**config.mk**
```make
export PLATFORM = sky130hd
export DESIGN_NAME = picosoc_busarb
export DESIGN_NICKNAME = d
export VERILOG_FILES = /design/src/rtl/picosoc_busarb_pkg.sv /design/src/rtl/picosoc_busarb_wdog.sv /design/src/rtl/picosoc_busarb.sv
export SDC_FILE = /design/constraint.sdc
export NUM_CORES = 1
export LEC_CHECK = 0
export BUFFER_PORTS_ARGS = -buffer_cell sky130_fd_sc_hd__buf_2
export CORE_AREA = 2 2 123 125
export DETAILED_ROUTE_END_ITERATION = 8
export DIE_AREA = 0 0 125 127
export GPL_ROUTABILITY_DRIVEN = 0
export HOLD_SLACK_MARGIN = 0.05
export SKIP_CTS_REPAIR_TIMING = 1
export SLEW_MARGIN = 20
export SYNTH_ARGS = -nofsm -noshare
export SYNTH_HDL_FRONTEND = slang
export SYNTH_HIERARCHICAL = 1
export SYNTH_SLANG_ARGS = --single-unit
```
**constraint.sdc**
```tcl
create_clock -name clk -period 4.4 [get_ports clk]
set_input_delay 0.44 -clock clk [delete_from_list [all_inputs] [get_ports clk]]
set_output_delay 0.44 -clock clk [all_outputs]
set_load 0.05 [all_outputs]
```
**src/rtl/picosoc_busarb_pkg.sv**
```systemverilog
// Shared state encoding and constants for the two-master PicoRV32 bus arbiter.
package picosoc_busarb_pkg;

    typedef enum logic [1:0] {
        ST_IDLE   = 2'd0,
        ST_GRANT0 = 2'd1,
        ST_GRANT1 = 2'd2
    } state_t;

    localparam logic [31:0] ERR_RDATA = 32'hBAD0_BAD0;

    // Watchdog counter width: enough to hold TIMEOUT_CYCLES, never narrower than 1 bit.
    function automatic int wdog_width(input int timeout);
        return (timeout < 1) ? 1 : $clog2(timeout + 1);
    endfunction

endpackage

```
**src/rtl/picosoc_busarb_wdog.sv**
```systemverilog
// Watchdog for the bus arbiter: counts stalled request cycles and flags an abort at the limit.
module picosoc_busarb_wdog
    import picosoc_busarb_pkg::*;
#(
    parameter int TIMEOUT_CYCLES = 1023
) (
    input  logic clk,
    input  logic resetn,
    input  logic clear,
    input  logic en,
    output logic abort
);

    localparam int            CW    = wdog_width(TIMEOUT_CYCLES);
    localparam logic [CW-1:0] LIMIT = CW'(TIMEOUT_CYCLES);

    logic [CW-1:0] count;

    // Saturating at LIMIT keeps the counter from wrapping even if the grant lingers.
    always_ff @(posedge clk or negedge resetn) begin
        if (!resetn) begin
            count <= '0;
        end else if (clear) begin
            count <= '0;
        end else if (en && (count != LIMIT)) begin
            count <= count + CW'(1);
        end
    end

    assign abort = (TIMEOUT_CYCLES != 0) && (count == LIMIT);

endmodule

```
**src/rtl/picosoc_busarb.sv**
```systemverilog
// Two-master arbiter for a PicoRV32 native memory bus with round-robin/fixed priority and a watchdog abort.
module picosoc_busarb
    import picosoc_busarb_pkg::*;
#(
    parameter bit ROUND_ROBIN    = 1'b1,
    parameter int TIMEOUT_CYCLES = 1023
) (
    input  logic        clk,
    input  logic        resetn,

    input  logic        m0_valid,
    input  logic        m0_instr,
    input  logic [31:0] m0_addr,
    input  logic [31:0] m0_wdata,
    input  logic [3:0]  m0_wstrb,
    output logic        m0_ready,
    output logic [31:0] m0_rdata,
    output logic        m0_err,

    input  logic        m1_valid,
    input  logic        m1_instr,
    input  logic [31:0] m1_addr,
    input  logic [31:0] m1_wdata,
    input  logic [3:0]  m1_wstrb,
    output logic        m1_ready,
    output logic [31:0] m1_rdata,
    output logic        m1_err,

    output logic        s_valid,
    output logic        s_instr,
    output logic [31:0] s_addr,
    output logic [31:0] s_wdata,
    output logic [3:0]  s_wstrb,
    input  logic        s_ready,
    input  logic [31:0] s_rdata,

    output logic        timeout_irq
);

    state_t state_q, state_d;
    logic   rr_q, rr_d;
    logic   irq_q;
    logic   granted;
    logic   wd_abort;
    logic   abort;
    logic   timed_out;
    logic   wd_en;

    assign granted   = (state_q == ST_GRANT0) || (state_q == ST_GRANT1);
    assign abort     = wd_abort && granted;
    // A slave completion in the abort cycle wins over the timeout.
    assign timed_out = abort && !s_ready;
    assign wd_en     = granted && s_valid && !s_ready;

    picosoc_busarb_wdog #(
        .TIMEOUT_CYCLES(TIMEOUT_CYCLES)
    ) u_wdog (
        .clk    (clk),
        .resetn (resetn),
        .clear  (state_q == ST_IDLE),
        .en     (wd_en),
        .abort  (wd_abort)
    );

    always_ff @(posedge clk or negedge resetn) begin
        if (!resetn) begin
            state_q <= ST_IDLE;
            rr_q    <= 1'b0;
            irq_q   <= 1'b0;
        end else begin
            state_q <= state_d;
            rr_q    <= rr_d;
            irq_q   <= timed_out;
        end
    end

    assign timeout_irq = irq_q;

    always_comb begin
        state_d  = state_q;
        rr_d     = rr_q;
        s_valid  = 1'b0;
        s_instr  = 1'b0;
        s_addr   = '0;
        s_wdata  = '0;
        s_wstrb  = '0;
        m0_ready = 1'b0;
        m0_rdata = '0;
        m0_err   = 1'b0;
        m1_ready = 1'b0;
        m1_rdata = '0;
        m1_err   = 1'b0;

        case (state_q)
            ST_IDLE: begin
                if (m0_valid && m1_valid) begin
                    if (ROUND_ROBIN && rr_q) begin
                        state_d = ST_GRANT1;
                        rr_d    = 1'b0;
                    end else begin
                        state_d = ST_GRANT0;
                        rr_d    = 1'b1;
                    end
                end else if (m0_valid) begin
                    state_d = ST_GRANT0;
                    rr_d    = 1'b1;
                end else if (m1_valid) begin
                    state_d = ST_GRANT1;
                    rr_d    = 1'b0;
                end
            end

            ST_GRANT0: begin
                s_valid  = m0_valid && !abort;
                s_instr  = m0_instr;
                s_addr   = m0_addr;
                s_wdata  = m0_wdata;
                s_wstrb  = m0_wstrb;
                m0_ready = s_ready || abort;
                m0_err   = timed_out;
                m0_rdata = timed_out ? ERR_RDATA : s_rdata;
                // A master withdrawing its request also releases the bus, without a ready.
                if (!m0_valid || m0_ready) begin
                    state_d = ST_IDLE;
                end
            end

            ST_GRANT1: begin
                s_valid  = m1_valid && !abort;
                s_instr  = m1_instr;
                s_addr   = m1_addr;
                s_wdata  = m1_wdata;
                s_wstrb  = m1_wstrb;
                m1_ready = s_ready || abort;
                m1_err   = timed_out;
                m1_rdata = timed_out ? ERR_RDATA : s_rdata;
                if (!m1_valid || m1_ready) begin
                    state_d = ST_IDLE;
                end
            end

            default: begin
                state_d = ST_IDLE;
            end
        endcase
    end

endmodule

```
Yosys cells after proc, flatten, opt, wreduce, memory -nomap -nowiden
Cells that the tools add are included.
Cells by class
  magnitude comparators: 0
  reductions and logical operators: 21
  eq/ne operators: 7
  shift-type cells: 0
  bitwise gates (word level): 0
  multiply operators: 0
  muxes and demuxes: 25
  add/sub/neg operators: 1
  divide/modulo/power cells: 0
Operator list (count)
  32-bit case mux with 2 select lines: 2
  32-bit 2-to-1 mux: 3
  10-bit 2-to-1 mux: 2
  2-bit 2-to-1 mux: 6
  10-bit by 1-bit adder with 10-bit output, second input constant: 1
  10-bit equality test, second input constant: 1
  10-bit inequality test, second input constant: 1
  1-bit logical AND: 8
  1-bit 2-to-1 mux: 8
  4-bit case mux with 2 select lines: 1
  2-bit case mux with 3 select lines: 1
  1-bit zero test: 4
  1-bit logical OR: 4
  2-bit by 1-bit inequality test with 1-bit output, second input constant: 2
  4-bit inequality test, second input constant: 1
  1-bit case mux with 2 select lines: 2
  3-bit AND reduction: 1
  3-bit nonzero test: 1
  2-bit by 1-bit equality test with 1-bit output, second input constant: 1
  2-bit equality test, second input constant: 1
  2-bit zero test: 1
  2-bit AND reduction: 1
  2-bit nonzero test: 1
Storage, ports and cells
  bits in read-only memories: 0
  bits in latches: 0
  word-level logic and storage cells: 58
  bits of input ports: 175
  RAM bits: 0
  memories kept: 0
  flip-flop bits (word level): 14

Depth between registers and ports, before layout
Gate-level depths: netlist of the first run.
  word-level depth: 11
  mapped depth: 10
  gate-level depth less buffers: 9

Hierarchy
Netlist of the first run, hierarchy kept.
By module, submodules not included
  picosoc_busarb: instances 1, cells an instance 274, area an instance 1911.8 um^2, sequential area each 100.1 um^2
  picosoc_busarb_wdog: instances 1, cells an instance 57, area an instance 540.5 um^2, sequential area each 250.2 um^2

Worst setup path after synthesis of the first run
No wires, ideal clock.
  kind: flip-flop to flip-flop
  start: reg u_wdog.count[0]
  end: reg u_wdog.count[7]
  slack: 0.996 ns
  cell stages (with the launch flop): 9
  setup time: 0.078 ns
  clock period less this slack: 3.404 ns
  arrival time: 3.326 ns
  buffers on the path: 0
  data required time: 4.322 ns
  cells stage by stage: dfrtp_1 ha_1 nand3_1 nor3_1 nor3b_1 nor2b_1 o31ai_4 or4_1 a21oi_1
On the way
  word-level cells in the longest chain between the ends: 9
  elaborated cells between the ends (all ways): 14
RTL lines
  from (decl): line picosoc_busarb_wdog.sv:17  | logic [CW-1:0] count;
  from (signal assigned): line picosoc_busarb_wdog.sv:26  | count <= count + CW'(1);
  10-bit equality test (*): line picosoc_busarb_wdog.sv:30  | assign abort = (TIMEOUT_CYCLES != 0) && (count == LIMIT);
  net wd_abort: line picosoc_busarb.sv:44  | logic wd_abort;
  1-bit logical AND (*): line picosoc_busarb.sv:50  | assign abort = wd_abort && granted;
  1-bit zero test (*): line picosoc_busarb.sv:114, picosoc_busarb.sv:129
  1-bit logical AND (on tied branches): line picosoc_busarb.sv:129, picosoc_busarb.sv:114
  1-bit case mux with 2 select lines (*): line picosoc_busarb.sv:94  | case (state_q)
  net s_valid: line picosoc_busarb.sv:29  | output logic s_valid,
  1-bit logical AND (*) (2 in series): line picosoc_busarb.sv:53  | assign wd_en = granted && s_valid && !s_ready;
  net wd_en: line picosoc_busarb.sv:47  | logic wd_en;
  1-bit logical AND (*): line picosoc_busarb_wdog.sv:25  | end else if (en && (count != LIMIT)) begin
  2-bit nonzero test (no line) (*)
The timed path passes the listed nets; every way through them passes the cells marked *. The select of a mux whose other input is x is not followed.
A chain may end at the register's enable or synchronous reset.

Worst setup path after layout of the first run
  start: reg u_wdog.count[0]
  end: out m1_err
On the way
  word-level cells in the longest chain between the ends: 4
RTL lines
  10-bit equality test: line picosoc_busarb_wdog.sv:30
  net wd_abort: line picosoc_busarb.sv:44
  1-bit logical AND: line picosoc_busarb.sv:50
  1-bit logical AND: line picosoc_busarb.sv:52  | assign timed_out = abort && !s_ready;
  1-bit 2-to-1 mux: line picosoc_busarb.sv:94
  to (decl): line picosoc_busarb.sv:27  | output logic m1_err,
The timed path passes the listed nets, and every way through them passes these cells.

==> impl_metrics.py, run 1 <==
metrics = {
    "grt": {
        "antenna_found_initial": 2,
        "grt_max_degree": 90,
        "gr-total-overflow": 0,
        "grt_pass1_vias": 3200,
        "grt_pass1_wl_mm": 16.5,
        "grtUsageTotal_pct": 12.5,
    },
    "placed_design": {
        "portBuffers": 313,
        "placed_area_mm2": 0.00407,
        "place_hpwl_mm": 8.85,
        "placed_cells": 791,
    },
    "yosys": {
        "syn_nets": 510,
        "syn_inst": 331,
        "synth-main-ff-cell": "dfrtp_1",
        "synth-edff-count": 0,
        "synth_area_mm2": 0.00245,
        "synth_seq_area_share_pct": 14.3,
        "ys_warn_count": 6,
        "yosysTopAreaCellShare_pct": 21.1,
        "ys_types": 36,
        "synth.avg_cell_area_um2": 7.41,
        "yosys.area.top_type": "a22oi_1",
        "yosys-top-cells-area": "a22oi_1 (21%), nor2b_1 (19%), dfrtp_1 (14%)",
        "synthArstFlopShare_pct": 100,
        "synth_seq_cells": 14,
    },
    "cells_and_area": {
        "syn_to_final_growth_pct": 68.9,
        "final_cell_count_no_fill": 794,
        "drive_gt1_share_pct": 53.3,
        "fin_nets": 791,
        "antenna_cells": 0,
        "postLayoutCellArea_mm2": 0.00414,
    },
    "sta": {
        "final_hold_viol_count": 0,
        "post-route-period-util_pct": 78.6,
        "tightest_slew_ps": 930,
        "finalSetupViolCount": 0,
        "rsz0062_at_grt": "no",
        "fin_skew_ps": 2.24,
        "min_period_ps": 3460,
        "relSlewSlack_pct": 38.0,
        "slew_viol_final": 0,
        "tns_ps": 0,
        "max_freq_mhz": 289,
    },
    "worst_setup_path": {
        "reg2reg_to": "u_wdog/count[7]$_DFFE_PN0P_",
        "critPathLaunchType": "register",
        "path_max_fanout": 35,
        "r2r_cells": 8,
        "required_ps": 3960,
        "worst-r2r-setup-slack_ps": 1530,
        "end_kind": "output pin",
        "r2r-start": "state_q[0]$_DFFE_PN0P_",
        "path_class": "register to output pin",
        "cp_data_arrival_time_ps": 3020,
    },
    "clocking": {
        "cts_buffers": 3,
        "clock_latency_ps": 240,
        "clkTransAtPathRegs_ps": 40,
        "htreeDepth": 1,
        "ctsLongestPathBuffers": 2,
        "cts_tree": "built",
        "cts-root-buf": "clkbuf_16",
        "cts_sinks": 14,
    },
    "power": {
        "combPwrFrac_pct": 89.1,
        "internal-power_uw": 1020,
        "sw_frac_of_total_pct": 66.8,
        "clock_power_share_pct": 5.5,
        "pwr_density_cell_mw_per_mm2": 739,
        "vdd_drop_max_mv": 0.324,
        "fin_total_pwr_uw": 3060,
        "p_leak_uw": 0.00229,
        "pwr-share-seq_pct": 5.4,
        "switchingPower_uw": 2050,
    },
    "routing": {
        "final_antenna_net_count": 0,
        "drc": 0,
        "firstDrtPassIters": 4,
        "routed_wl_mm": 11.3,
        "drt_iter0_drc": 225,
        "vias_per_cell": 4.51,
        "wl_per_cell_um": 14.3,
        "vias": 3583,
    },
    "floorplan": {
        "die_h_um": 127,
        "rows": 44,
        "num_io_pins": 314,
        "start_util_pct": 17.0,
        "die-area_mm2": 0.0159,
        "fp.coreArea_mm2": 0.0144,
        "die_w_um": 125,
    },
    "status": {
        "outcome": "finished, final reports clean",
    },
    "hold_path": {
        "min_path_type": "primary input to async pin",
    },
    "run": {
        "drv_cap": 0,
    },
}
[layer usage]
layer  track usage (%)  vias to the layer above  wire length (µm)
met5                 0                        -                30
li1                  -                     1772                 -
met2              23.0                      199              5670
met4              2.03                        4               108
met1              15.7                     1591              4650
met3              2.14                       17               875
[worst max-delay path, cell delays in order (launching register included)]
cell and delay [ps]:
dfrtp_1 410, ha_1 230, nand3_1 240, nor3_1 160
nand2_2 80, or2_1 690, clkinv_4 420, and2_1 320
buf_2 220
[layout make-up]
cell class                      count  area [µm²]
Fill cell                        1575       10300
Inverter                            6        27.5
Clock buffer                        3        75.1
Multi-Input combinational cell    271        1870
Sequential cell                    14         350
Timing Repair Buffer              316        1590
Tap cell                          184         230
[metrics by stage]
step                      setup slack, ps  hold slack [ps]  utilization (%)
after detailed placement             1220              353             28.2
final                                 943             84.6             28.7
after global routing                  668              109             28.7
after CTS                             956             95.4             28.7
after global placement               1250              352             28.2
after floorplan                       996              144                -
[power groups by stage]
stage	clock network, µW	registers (µW)	logic [µW]
after floorplan	0	159	2170
after global placement	0	165	2750
after detailed placement	0	167	2750
after CTS	172	165	2750
after global routing	178	166	2900
final	169	164	2730
[worst max-delay path by stage]
stage,startpoint,end,cells after the start
after floorplan,u_wdog/count[0]$_DFFE_PN0P_,u_wdog/count[7]$_DFFE_PN0P_,8
after global placement,u_wdog/count[0]$_DFFE_PN0P_,m1_err,8
final,u_wdog/count[0]$_DFFE_PN0P_,m1_err,8
after detailed placement,u_wdog/count[0]$_DFFE_PN0P_,m1_err,8
after global routing,u_wdog/count[0]$_DFFE_PN0P_,m1_err,8
after CTS,u_wdog/count[0]$_DFFE_PN0P_,m1_err,8
[cell usage after synthesis (2+ instances only)]
cell type,count
nor2b_1,74
a22oi_1,69
and3_1,33
o21a_1,32
buf_2,17
dfrtp_1,14
clkbuf_1,13
nand2_1,9
a21oi_1,7
buf_6,7
nor2_1,6
inv_1,5
a22o_1,4
ha_1,4
nand3_1,4
o21ai_0,4
mux2i_1,3
or4_1,3
and2_1,2
buf_4,2
nand4_1,2
nor3_1,2
xor2_1,2
[flip-flops by register name, summed over array words and instances (netlist names)]
| register | count |
|---|---|
| u_wdog/count | 10 |
| state_q | 2 |
| rr_q | 1 |
| timeout_irq | 1 |
[cells by family (layout without fill, tap and decap cells)]
kind of cell	after synthesis	in the layout	share of synthesized area, %
AO/OA/AOI/OAI	121	121	36.8
XOR/XNOR	2	2	0.714
adder cells (fa/ha/maj)	4	4	2.04
buffers and inverters	46	325	10.6
flip-flops	14	14	14.3
multiplexers	3	3	1.22
AND/OR/NAND/NOR	141	141	34.3
[cell usage in the layout, fill, tap and decap left out, drive strengths merged, types with 5 or more instances in the layout]
| master | Yosys | final |
|---|---|---|
| buf | 26 | 316 |
| nor2b | 74 | 74 |
| a22oi | 69 | 69 |
| and3 | 33 | 33 |
| o21a | 32 | 32 |
| dfrtp | 14 | 14 |
| nand2 | 10 | 10 |
| a21oi | 7 | 7 |
| nor2 | 6 | 6 |
| inv | 5 | 5 |
No activity file was read; power rests on OpenSTA's default activity.
==> run 2: changes to the inputs <==
--- a/config.mk
+++ b/config.mk
@@ -6,9 +6,9 @@
 export NUM_CORES = 1
 export LEC_CHECK = 0
 export BUFFER_PORTS_ARGS = -buffer_cell sky130_fd_sc_hd__buf_2
-export CORE_AREA = 2 2 123 125
+export CORE_AREA = 2 2 121 123
 export DETAILED_ROUTE_END_ITERATION = 8
-export DIE_AREA = 0 0 125 127
+export DIE_AREA = 0 0 123 125
 export GPL_ROUTABILITY_DRIVEN = 0
 export HOLD_SLACK_MARGIN = 0.05
 export SKIP_CTS_REPAIR_TIMING = 1
==> constraint.sdc (replaced) <==
create_clock -name clk -period 2.9 [get_ports clk]
set_input_delay 0.29 -clock clk [delete_from_list [all_inputs] [get_ports clk]]
set_output_delay 0.29 -clock clk [all_outputs]
set_load 0.05 [all_outputs]
==> run 2 against run 1 <==
Net effect: critical path depth stayed put; critical endpoint is now m1_rdata[10]; wire length decreased by 5.3%; cell count grew 0.63%; global-route usage fell by 0.32 points; combinational power rose by 53%; sequential power up 52%; non-clock buffer count increased by 5; register-to-register slack got worse by 1200 ps; via count down 0.20%; largest power group unchanged; die area shrank 3.1%.
==> impl_metrics.py, run 2 (same netlist as run 1, synthesis figures left out) <==
metrics = {
    "floorplan": {
        "rows": 44,
        "start_util_pct": 17.3,
        "die-area_mm2": 0.0154,
        "die_w_um": 123,
        "die_h_um": 125,
        "fp.coreArea_mm2": 0.0142,
        "num_io_pins": 314,
    },
    "grt": {
        "met2_usage_pct": 22.6,
        "grt_busiest_layer": "met2",
        "grt_pass1_vias": 3076,
        "grtUsageTotal_pct": 12.2,
        "met3_usage_pct": 1.73,
        "grt_pass1_wl_mm": 15.4,
        "antenna_found_initial": 0,
        "grt_use_met1_pct": 15.1,
        "gr-total-overflow": 0,
        "grt_max_degree": 105,
    },
    "sta": {
        "post-route-period-util_pct": 93.7,
        "tns_ps": 0,
        "rsz0062_at_grt": "no",
        "slew_viol_final": 0,
        "fin_skew_ps": 4.40,
        "final_hold_viol_count": 0,
        "finalSetupViolCount": 0,
        "whs_ps": 382,
        "relSlewSlack_pct": 69.5,
        "max_freq_mhz": 368,
        "min_period_ps": 2720,
        "tightest_slew_ps": 456,
    },
    "routing": {
        "routed_wl_mm": 10.7,
        "drt_iter0_drc": 113,
        "final_antenna_net_count": 0,
        "vias_per_cell": 4.48,
        "drc": 0,
        "wl_per_cell_um": 13.4,
        "firstDrtPassIters": 4,
        "vias": 3576,
    },
    "clocking": {
        "cts_tree": "built",
        "cts_sinks": 14,
        "htreeDepth": 1,
        "ctsLongestPathBuffers": 2,
        "clkTransAtPathRegs_ps": 40,
        "cts-root-buf": "clkbuf_16",
        "cts_buffers": 3,
        "clock_latency_ps": 240,
    },
    "run": {
        "drv_cap": 0,
    },
    "cells_and_area": {
        "postLayoutCellArea_mm2": 0.00422,
        "fin_nets": 796,
        "final_cell_mix": "buf_2 (313), nor2b_1 (74), a22oi_1 (69)",
        "antenna_cells": 0,
        "syn_to_final_growth_pct": 71.9,
        "regMostFlops": "u_wdog/count",
        "layout_commonest_cell": "buf_2",
        "largestRegisters": "u_wdog/count x10, state_q x2",
        "largest_reg_flops": 10,
        "drive_gt1_share_pct": 53.8,
    },
    "power": {
        "fin_total_pwr_uw": 4690,
        "p_leak_uw": 0.00233,
        "pwr_density_cell_mw_per_mm2": 1110,
        "vdd_drop_max_mv": 0.452,
    },
    "worst_setup_path": {
        "cp_data_arrival_time_ps": 2430,
        "path_class": "register to output pin",
        "critPathLaunchType": "register",
        "required_ps": 2610,
        "end_kind": "output pin",
        "path_max_fanout": 32,
    },
    "status": {
        "outcome": "finished, final reports clean",
    },
    "placed_design": {
        "portBuffers": 313,
        "placed_area_mm2": 0.00413,
        "place_hpwl_mm": 8.44,
    },
    "hold_path": {
        "min_path_type": "primary input to register",
    },
}
==> run 2: per-stage QoR <==
| step | cells | util, % | setup slack (ps) |
|---|---|---|---|
| after floorplan | 331 | - | 17.6 |
| after global placement | 795 | 29.1 | 411 |
| after detailed placement | 795 | 29.1 | 356 |
| after CTS | 798 | 29.6 | 108 |
| after global routing | 799 | 29.7 | 28.8 |
| final | 799 | 29.7 | 182 |
==> run 2: path summary, 6_finish.rpt <==
kind	start	to	slack, ps	cells past startpoint
min in group asynchronous	resetn	state_q[1]$_DFFE_PN0P_	480	2
max in group asynchronous	resetn	u_wdog/count[7]$_DFFE_PN0P_	2190	2
min reg2reg	rr_q$_DFFE_PN0P_	rr_q$_DFFE_PN0P_	530	1
min	m0_valid	rr_q$_DFFE_PN0P_	380	3
max	u_wdog/count[0]$_DFFE_PN0P_	m1_rdata[10]	180	8
max reg2reg	u_wdog/count[0]$_DFFE_PN0P_	u_wdog/count[7]$_DFFE_PN0P_	290	8
==> run 2: power by group <==
part,internal (µW),switching [µW]
Clock,180,72.0
Sequential,221,28.9
Combinational,1190,3000
==> run 2: critical path: stages, from the launching register on <==
cell	delay (ps)
dfrtp_1	390
ha_1	180
nand3_1	250
nor3_2	360
nand2_2	70
or2_1	260
buf_4	230
and3_1	220
buf_2	210
==> run 2: cell type report <==
class,instances,area [µm²]
well taps,184,230
fillers,1557,9990
inverters,6,27.5
repair buffers,321,1650
clock buffers,3,75.1
multi-input cells,271,1880
flip-flops and latches,14,350
==> run 2: layer usage <==
metal,up-vias,share of wire [%]
met5,-,0
met1,1595,42
li1,1784,-
met2,189,48
met4,0,0.65
met3,8,9.1
==> run 3: changes to the inputs <==
--- a/config.mk
+++ b/config.mk
@@ -11,6 +11,7 @@
 export DIE_AREA = 0 0 123 125
 export GPL_ROUTABILITY_DRIVEN = 0
 export HOLD_SLACK_MARGIN = 0.05
+export RECOVER_POWER = 50
 export SKIP_CTS_REPAIR_TIMING = 1
 export SLEW_MARGIN = 20
 export SYNTH_ARGS = -nofsm -noshare
==> run 3 against run 2 <==
Net effect: global-route usage did not move; first-iteration DRC count increased by 6.2%; cell count did not move; worst setup slack gained 35 ps; sequential cell count is the same; critical endpoint is now s_wdata[31].
==> impl_metrics.py, run 3 (same netlist as run 1, synthesis figures left out) <==
metrics = {
    "status": {
        "outcome": "finished, final reports clean",
    },
    "sta": {
        "tns_ps": 0,
        "max_freq_mhz": 373,
        "fin_skew_ps": 2.99,
        "post-route-period-util_pct": 92.5,
        "slew_viol_final": 0,
        "rsz0062_at_grt": "no",
        "finalSetupViolCount": 0,
        "min_period_ps": 2680,
        "final_hold_viol_count": 0,
        "relSlewSlack_pct": 28.1,
        "tightest_slew_ps": 1070,
    },
    "worst_setup_path": {
        "critical_path_buf_inv_count": 3,
        "max_stage_delay_ps": 510,
        "reg2reg_to": "u_wdog/count[7]$_DFFE_PN0P_",
        "path_max_fanout": 104,
        "end_kind": "output pin",
        "worst-r2r-setup-slack_ps": 240,
        "critical_path.top_delay_family": "buffers and inverters",
        "required_ps": 2610,
        "cpMaxStageDelayCell": "buf_6",
        "path_class": "register to output pin",
        "r2r_cells": 8,
        "path_cells": "inv_1, ha_4, buf_6, a22oi_1, nor2b_1, clkbuf_1",
        "cp_data_arrival_time_ps": 2390,
        "crit_cells": 6,
        "r2r-start": "u_wdog/count[0]$_DFFE_PN0P_",
        "critPathLaunchType": "register",
    },
    "routing": {
        "wl_per_cell_um": 13.5,
        "vias": 3573,
        "vias_per_cell": 4.47,
        "routed_wl_mm": 10.8,
        "drc": 0,
        "drt_iter0_drc": 120,
        "final_antenna_net_count": 0,
        "firstDrtPassIters": 4,
    },
    "cells_and_area": {
        "largest_reg_flops": 10,
        "largestRegisters": "u_wdog/count x10, state_q x2",
        "final_cell_count_no_fill": 799,
        "regMostFlops": "u_wdog/count",
        "postLayoutCellArea_mm2": 0.00415,
        "fillers": 1582,
        "antenna_cells": 0,
        "syn_to_final_growth_pct": 69.2,
        "layout_commonest_cell": "buf_2",
        "drive_gt1_share_pct": 48.9,
        "fin_nets": 796,
        "final_cell_mix": "buf_2 (253), nor2b_1 (74), a22oi_1 (69)",
    },
    "placed_design": {
        "place_hpwl_mm": 8.44,
        "placed_area_mm2": 0.00413,
        "portBuffers": 313,
        "placed_cells": 795,
    },
    "power": {
        "fin_total_pwr_uw": 4630,
        "p_leak_uw": 0.00218,
        "vdd_drop_max_mv": 0.451,
        "pwr_density_cell_mw_per_mm2": 1120,
    },
    "floorplan": {
        "die_h_um": 125,
        "num_io_pins": 314,
        "die_w_um": 123,
        "rows": 44,
        "start_util_pct": 17.3,
        "die-area_mm2": 0.0154,
        "fp.coreArea_mm2": 0.0142,
    },
    "grt": {
        "grt_pass1_vias": 3076,
        "grt_pass1_wl_mm": 15.4,
        "antenna_found_initial": 0,
        "gr-total-overflow": 0,
        "grtUsageTotal_pct": 12.2,
        "grt_max_degree": 105,
    },
    "hold_path": {
        "min_path_type": "primary input to register",
        "whs_path_depth": 3,
        "min_from": "m0_valid",
        "hold_end": "rr_q$_DFFE_PN0P_",
    },
    "clocking": {
        "ctsLongestPathBuffers": 2,
        "cts_sinks": 14,
        "htreeDepth": 1,
        "cts_tree": "built",
        "cts_buffers": 3,
        "clock_latency_ps": 240,
        "cts-root-buf": "clkbuf_16",
        "clkTransAtPathRegs_ps": 40,
    },
    "run": {
        "drv_cap": 0,
    },
}
## run 3: how the worst max path moves through the flow
stage / startpoint / end / slack (ps)
final: state_q[0]$_DFFE_PN0P_ / s_wdata[31] / 220
after global routing: state_q[0]$_DFFE_PN0P_ / m1_ready / 80
after CTS: u_wdog/count[0]$_DFFE_PN0P_ / m1_rdata[10] / 110
after detailed placement: u_wdog/count[0]$_DFFE_PN0P_ / u_wdog/count[7]$_DFFE_PN0P_ / 360
after global placement: u_wdog/count[0]$_DFFE_PN0P_ / m1_rdata[17] / 410
after floorplan: u_wdog/count[0]$_DFFE_PN0P_ / u_wdog/count[7]$_DFFE_PN0P_ / 20
## run 3: metal layers
layer | global-route usage (%) | vias up | share of wire (%)
met3 | 1.73 | 6 | 9.0
met4 | 1.80 | 0 | 0.49
li1 | - | 1782 | -
met2 | 22.6 | 181 | 49
met5 | 0 | - | 0
met1 | 15.1 | 1604 | 42
## run 3: where the power goes
group	total (µW)	leakage, µW	internal (µW)	switching, µW
registers	250	0.000191	221	29.0
clock network	254	0.0000370	180	73.8
logic	4120	0.00195	1130	3000
## run 3: area by class of cell
type | instances | area [µm²] | area share (%)
sequential | 14 | 350 | 8.44
tap | 184 | 230 | 5.55
inverter | 6 | 27.5 | 0.663
clock buffer | 3 | 75.1 | 1.81
timing repair buffer | 321 | 1610 | 38.8
multi-input combinational | 271 | 1860 | 44.8
## run 3: worst min-delay path, stage by stage
cell and delay, ps:
buf_2 130, nand2_1 70, o21ai_0 80
## run 3: through the flow
step | util [%] | hold slack, ps | setup WS (ps)
after CTS | 29.6 | -58.4 | 108
after global placement | 29.1 | 205 | 411
after detailed placement | 29.1 | 197 | 356
final | 29.2 | 381 | 217
after global routing | 29.2 | 387 | 81.3
after floorplan | - | -5.59 | 17.6
